### config.mk
export PLATFORM = sky130hd
export DESIGN_NAME = null_instruction_control_unit_flat
export DESIGN_NICKNAME = d
export VERILOG_FILES = /design/src/rtl/null_instruction_control_unit_if.sv /design/src/rtl/null_instruction_control_unit.sv /design/src/flat_wrapper.sv
export SDC_FILE = /design/constraint.sdc
export NUM_CORES = 1
export LEC_CHECK = 0
export BUFFER_PORTS_ARGS = -buffer_cell sky130_fd_sc_hd__buf_2
export CORE_MARGIN = 2
export CORE_UTILIZATION = 34
export CTS_CLUSTER_SIZE = 8
export DETAILED_ROUTE_END_ITERATION = 10
export GPL_TIMING_DRIVEN = 0
export PLACE_DENSITY = 0.84
export SLEW_MARGIN = 15
export SYNTH_ARGS = -nofsm -noshare
export SYNTH_HDL_FRONTEND = slang
export SYNTH_SLANG_ARGS = --single-unit
### constraint.sdc
create_clock -name clk -period 0.8 [get_ports clk]
set_input_delay 0 -clock clk [delete_from_list [all_inputs] [get_ports clk]]
set_output_delay 0 -clock clk [all_outputs]
set_load 0.02 [all_outputs]
### src/rtl/null_instruction_control_unit_if.sv
// Bus between instruction fetch and the null-instruction control unit.
// The master drives the instruction and switch bank; the slave returns the
// registered control word together with its decoded fields.
interface null_instruction_control_unit_if;
   logic [11:0] instruction;
   logic [15:0] switches;
   logic [54:0] control_word;
   logic        program_counter_increment;
   logic [3:0]  alu_op;
   logic [15:0] alu_a_altern;
   logic [15:0] alu_b_altern;
   logic [3:0]  alu_a_select;
   logic [3:0]  alu_b_select;
   logic        alu_a_source;
   logic        alu_b_source;
   logic [3:0]  alu_out_select;
   logic [1:0]  alu_load_src;
   logic        alu_store_to_mem;
   logic        alu_store_to_stk;

   modport master (
      output instruction,
      output switches,
      input  control_word,
      input  program_counter_increment,
      input  alu_op,
      input  alu_a_altern,
      input  alu_b_altern,
      input  alu_a_select,
      input  alu_b_select,
      input  alu_a_source,
      input  alu_b_source,
      input  alu_out_select,
      input  alu_load_src,
      input  alu_store_to_mem,
      input  alu_store_to_stk
   );

   modport slave (
      input  instruction,
      input  switches,
      output control_word,
      output program_counter_increment,
      output alu_op,
      output alu_a_altern,
      output alu_b_altern,
      output alu_a_select,
      output alu_b_select,
      output alu_a_source,
      output alu_b_source,
      output alu_out_select,
      output alu_load_src,
      output alu_store_to_mem,
      output alu_store_to_stk
   );
endinterface

### src/rtl/null_instruction_control_unit.sv
// Null-instruction control unit: decodes special, switch-load, memory and
// stack instructions into the 55-bit ALU control word, registers it, and
// slices the registered word back into named fields.
// Optional feature macro: NULL_INSTR_SWITCH_LOAD_EN enables LDSW decoding;
// without it LDSW is a NOOP and the switch bank is ignored.
module null_instruction_control_unit (
   input logic                           clk,
   input logic                           reset,
   null_instruction_control_unit_if.slave bus
);

   // Control word layout, most significant field first.
   typedef struct packed {
      logic        pc_inc;
      logic [3:0]  alu_op;
      logic [15:0] a_altern;
      logic [15:0] b_altern;
      logic [3:0]  a_select;
      logic [3:0]  b_select;
      logic        a_source;
      logic        b_source;
      logic [3:0]  out_select;
      logic [1:0]  load_src;
      logic        store_mem;
      logic        store_stk;
   } ctrl_fields_t;

   typedef enum logic [3:0] {
      OpUjmp = 4'b0000,
      OpLdsw = 4'b0001,
      OpDvga = 4'b0010,
      OpSwcl = 4'b0011,
      OpRmem = 4'b1000,
      OpRmof = 4'b1001,
      OpRstk = 4'b1010,
      OpRsof = 4'b1011,
      OpWmem = 4'b1100,
      OpWmof = 4'b1101,
      OpWstk = 4'b1110,
      OpWsof = 4'b1111
   } opcode_e;

   localparam logic [3:0]  AluLeft  = 4'h0;
   localparam logic [3:0]  AluIadd  = 4'h1;

   localparam logic [1:0]  LoadNone = 2'b00;
   localparam logic [1:0]  LoadAlu  = 2'b01;
   localparam logic [1:0]  LoadMem  = 2'b10;
   localparam logic [1:0]  LoadStk  = 2'b11;

   localparam logic [54:0] NoopWord = {1'b1, 54'd0};

   // Encoder: fields to word in the documented bit order.
   function automatic logic [54:0] encode(input ctrl_fields_t f);
      return {f.pc_inc, f.alu_op, f.a_altern, f.b_altern, f.a_select, f.b_select,
              f.a_source, f.b_source, f.out_select, f.load_src, f.store_mem,
              f.store_stk};
   endfunction

   logic [3:0]   opcode;
   logic [3:0]   fld_x;
   logic [3:0]   fld_y;
   logic         is_offset;
   ctrl_fields_t dec;
   logic [54:0]  control_word_d;
   logic [54:0]  control_word_q;

   assign opcode    = bus.instruction[11:8];
   assign fld_x     = bus.instruction[7:4];
   assign fld_y     = bus.instruction[3:0];
   // Offset variants of every memory/stack access have the opcode LSB set.
   assign is_offset = opcode[0];

`ifndef NULL_INSTR_SWITCH_LOAD_EN
   // Switch bank has no consumer when switch-load is compiled out.
   logic unused_switches;
   assign unused_switches = ^bus.switches;
`endif

   // Instruction decoder: NOOP base word, overridden per opcode.
   always_comb begin
      dec        = '0;
      dec.pc_inc = 1'b1;
      unique case (opcode)
         OpLdsw: begin
`ifdef NULL_INSTR_SWITCH_LOAD_EN
            dec.alu_op     = fld_x;
            dec.a_altern   = bus.switches;
            dec.a_source   = 1'b1;
            dec.b_select   = fld_y;
            dec.b_source   = 1'b0;
            dec.out_select = fld_y;
            dec.load_src   = LoadAlu;
`endif
         end
         OpRmem, OpRmof, OpRstk, OpRsof: begin
            // Address in X, destination register in Y.
            dec.a_select   = fld_x;
            dec.out_select = fld_y;
            dec.alu_op     = is_offset ? AluIadd : AluLeft;
            dec.b_select   = is_offset ? fld_y : 4'h0;
            dec.load_src   = (opcode == OpRstk || opcode == OpRsof) ? LoadStk : LoadMem;
         end
         OpWmem, OpWmof, OpWstk, OpWsof: begin
            // Address in X, source register in Y.
            dec.a_select   = fld_y;
            dec.out_select = fld_x;
            dec.load_src   = LoadNone;
            dec.alu_op     = is_offset ? AluIadd : AluLeft;
            dec.b_select   = is_offset ? fld_x : 4'h0;
            dec.store_stk  = (opcode == OpWstk || opcode == OpWsof);
            dec.store_mem  = (opcode == OpWmem || opcode == OpWmof);
         end
         // UJMP, DVGA, SWCL and the reserved opcodes keep the NOOP word.
         default: ;
      endcase
   end

   assign control_word_d = encode(dec);

   // Control word register: loads every cycle, NOOP on reset.
   always_ff @(posedge clk) begin
      if (reset) begin
         control_word_q <= NoopWord;
      end else begin
         control_word_q <= control_word_d;
      end
   end

   // Decoder: outputs are pure slices of the registered word.
   assign bus.control_word              = control_word_q;
   assign bus.program_counter_increment = control_word_q[54];
   assign bus.alu_op                    = control_word_q[53:50];
   assign bus.alu_a_altern              = control_word_q[49:34];
   assign bus.alu_b_altern              = control_word_q[33:18];
   assign bus.alu_a_select              = control_word_q[17:14];
   assign bus.alu_b_select              = control_word_q[13:10];
   assign bus.alu_a_source              = control_word_q[9];
   assign bus.alu_b_source              = control_word_q[8];
   assign bus.alu_out_select            = control_word_q[7:4];
   assign bus.alu_load_src              = control_word_q[3:2];
   assign bus.alu_store_to_mem          = control_word_q[1];
   assign bus.alu_store_to_stk          = control_word_q[0];

endmodule

### src/flat_wrapper.sv
// flat-port wrapper written by rule: the top's interface ports become plain ports
module null_instruction_control_unit_flat 
  (clk, reset, bus_instruction, bus_switches, bus_control_word, bus_program_counter_increment, bus_alu_op, bus_alu_a_altern, bus_alu_b_altern, bus_alu_a_select, bus_alu_b_select, bus_alu_a_source, bus_alu_b_source, bus_alu_out_select, bus_alu_load_src, bus_alu_store_to_mem, bus_alu_store_to_stk);
  null_instruction_control_unit_if bus_i ();
  input logic clk;
  input logic reset;
  input wire logic [$bits(bus_i.instruction)-1:0] bus_instruction;
  input wire logic [$bits(bus_i.switches)-1:0] bus_switches;
  output wire logic [$bits(bus_i.control_word)-1:0] bus_control_word;
  output wire logic [$bits(bus_i.program_counter_increment)-1:0] bus_program_counter_increment;
  output wire logic [$bits(bus_i.alu_op)-1:0] bus_alu_op;
  output wire logic [$bits(bus_i.alu_a_altern)-1:0] bus_alu_a_altern;
  output wire logic [$bits(bus_i.alu_b_altern)-1:0] bus_alu_b_altern;
  output wire logic [$bits(bus_i.alu_a_select)-1:0] bus_alu_a_select;
  output wire logic [$bits(bus_i.alu_b_select)-1:0] bus_alu_b_select;
  output wire logic [$bits(bus_i.alu_a_source)-1:0] bus_alu_a_source;
  output wire logic [$bits(bus_i.alu_b_source)-1:0] bus_alu_b_source;
  output wire logic [$bits(bus_i.alu_out_select)-1:0] bus_alu_out_select;
  output wire logic [$bits(bus_i.alu_load_src)-1:0] bus_alu_load_src;
  output wire logic [$bits(bus_i.alu_store_to_mem)-1:0] bus_alu_store_to_mem;
  output wire logic [$bits(bus_i.alu_store_to_stk)-1:0] bus_alu_store_to_stk;
  assign bus_i.instruction = bus_instruction;
  assign bus_i.switches = bus_switches;
  assign bus_control_word = bus_i.control_word;
  assign bus_program_counter_increment = bus_i.program_counter_increment;
  assign bus_alu_op = bus_i.alu_op;
  assign bus_alu_a_altern = bus_i.alu_a_altern;
  assign bus_alu_b_altern = bus_i.alu_b_altern;
  assign bus_alu_a_select = bus_i.alu_a_select;
  assign bus_alu_b_select = bus_i.alu_b_select;
  assign bus_alu_a_source = bus_i.alu_a_source;
  assign bus_alu_b_source = bus_i.alu_b_source;
  assign bus_alu_out_select = bus_i.alu_out_select;
  assign bus_alu_load_src = bus_i.alu_load_src;
  assign bus_alu_store_to_mem = bus_i.alu_store_to_mem;
  assign bus_alu_store_to_stk = bus_i.alu_store_to_stk;
  null_instruction_control_unit u_core (.clk(clk), .reset(reset), .bus(bus_i));
endmodule
After elaboration in Yosys (flattened, before gate mapping)
Cells that the tools add are included.
Storage, ports and cells
  bits in writable memories: 0
  memory bits (read-only): 0
  output and inout port bits: 110
  word-level logic and storage cells: 28
  latch bits: 0
  input port bits: 30
  memories: 0
  register bits after elaboration: 55
Cells by class
  muxes and demuxes: 6
  eq/ne operators: 8
  bitwise logic cells: 2
  order comparisons: 0
  reductions and logical operators: 8
  shift operators: 0
  divide/modulo/power cells: 0
  multiply operators: 0
  add/subtract/negate cells: 0
Operator list (number)
  4-bit == test (second input constant): 8
  8-bit case mux with 2 select lines: 1
  6-bit case mux with 2 select lines: 1
  4-bit 2-to-1 mux: 2
  4-bit OR reduction: 2
  8-bit OR reduction: 1
  2-bit OR reduction: 2
  1-bit logical OR: 3
  1-bit 2-to-1 mux: 2
  1-bit inverter: 2

Depth between registers and ports, before layout
Gate-level depths: netlist (run 1).
  depth in word-level cells: 4
  gate-level depth with buffers: 3
  depth with buffers taken out: 2

Least setup slack after synthesis (run 1)
OpenSTA, ideal clock, no wires.
  path kind: register to output
  start point: reg u_core.control_word_q[0], in the netlist u_core.bus.control_word[0]
  end point: out bus_control_word[0]
  buffers on the path: 1
  data required time: 0.800 ns
  stages on the path, launching flop included: 2
  setup slack: 0.205 ns
  arrival time: 0.595 ns
  cells stage by stage: dfxtp_1 -> buf_4
RTL lines
  start: declaration: line null_instruction_control_unit.sv:66  | logic [54:0] control_word_q;
  start signal: assignment: line null_instruction_control_unit.sv:124  | control_word_q <= NoopWord;
  start signal: assignment: line null_instruction_control_unit.sv:126  | control_word_q <= control_word_d;
  end: declaration: line flat_wrapper.sv:9  | output wire logic [$bits(bus_i.control_word)-1:0] bus_control_word;
No word-level cell between the ends.

Worst setup path in the final report (run 1)
  start point: reg u_core.control_word_q[3], in the netlist u_core.bus.control_word[3]
  end point: out bus_control_word[3]
No word-level cell between the ends.

==> results.md, run 1 <==
* Initial Util at 0.363
* Status: finished, violations left
* Unrepaired setup endpoints after global routing: yes
* Worst Path Max Fanout at 2
* Post-CTS setup buffer count at 0
* Gp weighted congestion at 0.690
* WL per Instance at 9.19 µm
* ANT nets after route at 0
* Max reg flops at 17
* Synth unique cells at 13
* Dpl hpwl at 2.04 mm
* Max frequency at 1.16 GHz
* Fin Setup TNS at -677 ps
* Worst vdd ir at 0.000721 V
* Startpoint Class: flop
* I/O Pins at 140
* Final nets at 304
* Max-cap check violation count at 0
* Cell Count, Final, Fillers Out at 319
* Failing checks: setup timing
* Critical path, cell by cell: buf_6 -> buf_6
* Sink Count at 17
* Clk buf depth at 2
* Core Region at 3420 µm²
* Worst EP arrival at 860 ps
* # H-tree levels at 1
* Power per Cell Area at 1110 nW/µm²
* Total GRT Usage at 0.131
* Die height at 64.4 µm
* Placed cells at approximately 310
* # fillers at 295
* DR vias at 1018
* DR pass1 iterations at 2
* Clock root buffer: clkbuf_4
* Syn Area/Cell at 8.79 µm²
* Post-Route WL at 2.93 mm
* Post-synthesis instance area at roughly 1200 µm²
* Post-synthesis cell count at 141
* Number of buffers created by CTS at 3
* CP peak stage delay at 350 ps
* Synth Warn # at 0
* Hold Path Class: in2reg
* Vias in the first global route at approximately 950
* Iter 0 DRT Violations at 16
* Clk slew on worst S/H paths at 100 ps
* First-pass GRT wire length at 4.20 mm
* Crit-path slowest cell: dfxtp_2
* Largest net degree at the start of global routing at 11
* Worst EP required at 800 ps
* Synthesis-stage register bit count at 17
* Crit end category: primary output
* Critical path class: reg2out
* FP Rows at 21
* Final setup fails at 14
* Most Frequent Cell on Critical Path: buf_6
* Crit path time final at between 800 and 900 ps
* Chip width at 64.4 µm
* Share of cells above drive strength 1 at 0.590
* Die area at 4140 µm²
* Vias/cell at 3.19
* Register area share after synthesis at 0.275
* Pleak at ~1.3 nW
* Area delta synth->final at 75.9%
* Final hold viol count at 0
* N_diodes at 0
* Drc violations at 0
* # port buffers at 47
* Initial antenna violation count at 0
* Total gr overflow at 0
* Final worst slack at -61.4 ps
* Final Slew Violations at 0
* CTS tree: yes
* Fin crit share at 1.08
* Fin Hold WS at between 40 and 50 ps
[per-stage QoR]
stage	util	worst slack [ps]	power [W]	cell area (µm²)
2_1_floorplan	-	205	0.00170	1520
3_3_place_gp	0.530	58.8	0.00182	1810
3_5_place_dp	0.530	62.2	0.00182	1810
4_1_cts	0.622	-66.5	0.00240	2120
5_1_grt	0.638	-101	0.00256	2180
6_report	0.638	-61.4	0.00242	2180
[layout make-up]
class	count	area, µm²	share of cell area
plain buffers	91	733	0.337
repair buffers	58	533	0.245
multi-input cells	102	462	0.212
flip-flops and latches	17	362	0.166
well taps	46	57.6	0.0264
clock buffers	3	22.5	0.0103
clock inverters	1	5.00	0.00230
inverters	1	3.75	0.00172
[routing by layer]
layer  vias up  routed length, µm  track usage
met4         0                  0       0.0160
li1        530                  -            -
met3         0                333       0.0493
met1       424                825        0.105
met2        64               1770        0.292
met5         -                  0            0
[synth_stat cells (all sizes together)]
master,count,share of area
nor3b,2,0.016
inv,1,0.0030
dfxtp,17,0.27
nand2b,1,0.0051
buf,95,0.58
nand3b,1,0.0061
nor2,13,0.039
and4b,1,0.0081
conb,2,0.0061
mux2i,8,0.065
[placed cells by master, fill, tap and decap left out]
master / instances
conb_1: 76
dlygate4sd3_1: 11
clkbuf_4: 3
mux2i_2: 1
clkinv_2: 1
nor3b_2: 1
nand3b_1: 1
dfxtp_2: 17
buf_6: 42
buf_4: 81
mux2i_1: 7
and4b_1: 1
nor3b_1: 1
nor2_1: 13
buf_2: 15
inv_1: 1
nand2b_1: 1
[critical path: cells and delay by family, from the launching register on]
kind	cells	cell delay, ps
flip-flops	1	350
buffers and inverters	2	230
[final timing paths]
check	endpoint	slack (ps)	depth (start not counted)	startpoint
worst max-delay path	bus_control_word[3]	-60	2	u_core.bus.control_word[3]$_SDFF_PP0_
worst min-delay path	u_core.bus.control_word[0]$_SDFF_PP0_	40	2	bus_instruction[11]
[power breakdown]
group          internal (W)  total [W]  switching (W)
Clock              0.000186   0.000450       0.000265
Combinational      0.000497    0.00106       0.000564
Sequential         0.000886   0.000913      0.0000271
Total               0.00157    0.00242       0.000856
[kinds of logic after synthesis]
group | count (synthesis) | synth area share
flops | 17 | 0.275
simple gates | 18 | 0.0748
other cells | 2 | 0.00606
buf+inv | 96 | 0.580
mux | 8 | 0.0646
[repair_timing]
| action | in CTS | in global routing |
|---|---|---|
| endpoints found under the setup margin | 30 | 32 |
| hold endpoints to repair | 11 | 0 |
| hold buffers | 11 | 0 |
| resized for setup | 76 | 16 |
Note: power is estimated with default switching activity, not from simulation.
==> run 2: changes to the inputs <==
--- a/config.mk
+++ b/config.mk
@@ -7,11 +7,11 @@
 export LEC_CHECK = 0
 export BUFFER_PORTS_ARGS = -buffer_cell sky130_fd_sc_hd__buf_2
 export CORE_MARGIN = 2
-export CORE_UTILIZATION = 34
+export CORE_UTILIZATION = 30
 export CTS_CLUSTER_SIZE = 8
 export DETAILED_ROUTE_END_ITERATION = 10
 export GPL_TIMING_DRIVEN = 0
-export PLACE_DENSITY = 0.84
+export PLACE_DENSITY = 0.76
 export SLEW_MARGIN = 15
 export SYNTH_ARGS = -nofsm -noshare
 export SYNTH_HDL_FRONTEND = slang
==> results.md, run 2 (synthesized netlist as in run 1, its figures left out) <==
* Share of cells above drive strength 1 at 0.583 (-0.00641)
* Startpoint Class: flop
* Crit path time final at 759 ps (-103 ps)
* Post-Route WL at 2.25 mm (-23%)
* Worst vdd ir at 0.000549 V (-24%)
* # port buffers at 47 (unchanged)
* CP peak stage delay at 340 ps (about the same)
* CTS tree: yes
* Fin Hold WS at 2.34 ps (-39.4 ps)
* Status: complete, no violations
* Final Slew Violations at 0 (unchanged)
* FP Rows at 23 (+9.5%)
* WL per Instance at 7.45 µm (-19%)
* Core Region at 4000 µm² (+17%)
* Final core occ at 0.473 (-0.165)
* # H-tree levels at 1 (unchanged)
* Number of buffers created by CTS at 3 (unchanged)
* Fin crit share at 0.949 (-0.128)
* Vias/cell at 3.02 (-5.4%)
* Total power at 0.00246 W (+1.7%)
* Largest net degree at the start of global routing at 11 (unchanged)
* N_diodes at 0 (unchanged)
* Pleak at 1.19 nW (-8.6%)
* Max-cap check violation count at 0 (unchanged)
* Die area at 4660 µm² (+12%)
* Chip width at 68.3 µm (+6.1%)
* Final hold viol count at 0 (unchanged)
* Worst path buffer plus inverter count at 1 (-1)
* Power per Cell Area at 1300 nW/µm² (+17%)
* Unrepaired setup endpoints after global routing: no
* Most frequent cells in the layout: buf_4, conb_1, buf_2
* Clk buf depth at 2 (unchanged)
* Critical path, cell by cell: buf_2
* Clock root buffer: clkbuf_8
* Total GRT Usage at 0.0832 (-0.0478)
* Max reg flops at 17 (unchanged)
* Crit end category: primary output
* Worst Path Max Fanout at 2 (unchanged)
* Final nets at 283 (-6.9%)
* Critical path class: reg2out
* Hold Path Class: in2reg
* # fillers at 402 (+36%)
* Die height at 68.3 µm (+6.1%)
* Initial antenna violation count at 0 (unchanged)
* Worst EP required at 800 ps (about the same)
* DR pass1 iterations at 2 (unchanged)
* Gp weighted congestion at 0.616 (-11%)
* Clk slew on worst S/H paths at 70 ps (-30 ps)
* ANT nets after route at 0 (unchanged)
* Vias in the first global route at 713 (-25%)
* Initial Util at 0.310 (-0.0530)
* Final setup fails at 0 (-14)
* First-pass GRT wire length at 2.84 mm (-32%)
* Crit path max-delay family: flip-flops
* Dpl hpwl at 2.01 mm (-1.4%)
* Iter 0 DRT Violations at 6 (-10)
* Total gr overflow at 0 (unchanged)
* Sink Count at 17 (unchanged)
* Max frequency at 1.32 GHz (+14%)
* Crit-path slowest cell: dfxtp_2
* Drc violations at 0 (unchanged)
* DR vias at 912 (-10%)
* Area delta synth->final at 52.6%
* Post-CTS setup buffer count at 0 (unchanged)
* Fin Setup TNS at 0 ps (+677 ps)
* I/O Pins at 140 (unchanged)
* Worst EP arrival at 760 ps (-100 ps)
[run 2: stage by stage]
step | cell area (µm²) | setup WS (ps) | cells
floorplan | 1520 | 205 | 215
global placement | 1810 | 76.4 | 312
detailed placement | 1810 | 40.6 | 312
CTS | 1890 | 26.6 | 302
global route | 1890 | 1.02 | 302
finish | 1890 | 41.1 | 302
[run 2: layout make-up]
type                       count  area, µm²  area share
tap                           50       62.6      0.0331
timing repair buffer          50        372       0.197
clock buffer                   3       41.3      0.0218
buffer                        78        587       0.310
clock inverter                 1       5.00     0.00265
inverter                       1       3.75     0.00199
multi-input combinational    102        458       0.242
sequential                    17        362       0.191
[run 2: what timing repair did]
item | CTS | global route
gates resized for setup | 51 | 0
setup endpoints to repair | 17 | 0
hold endpoints to repair | 3 | 0
hold buffers | 3 | 0
[run 2: path summary, 6_finish.rpt]
check / from / slack, ps / cells past startpoint / end
worst max-delay path: u_core.bus.control_word[17]$_SDFF_PP0_ / 40 / 1 / bus_alu_a_select[3]
worst min-delay path: bus_instruction[3] / 2 / 3 / u_core.bus.control_word[17]$_SDFF_PP0_
[run 2: power by group]
| part | switching (W) | internal [W] | leakage (nW) |
|---|---|---|---|
| combinational | 0.000533 | 0.000398 | 1.02 |
| sequential | 0.0000210 | 0.000886 | 0.146 |
| clock | 0.000283 | 0.000345 | 0.0255 |
[run 2: routing by layer]
layer,track usage,vias up,wire length [µm]
li1,-,485,-
met5,0,-,0
met2,0.161,64,1190
met4,0.0375,0,14
met3,0.0329,2,330
met1,0.0744,361,717
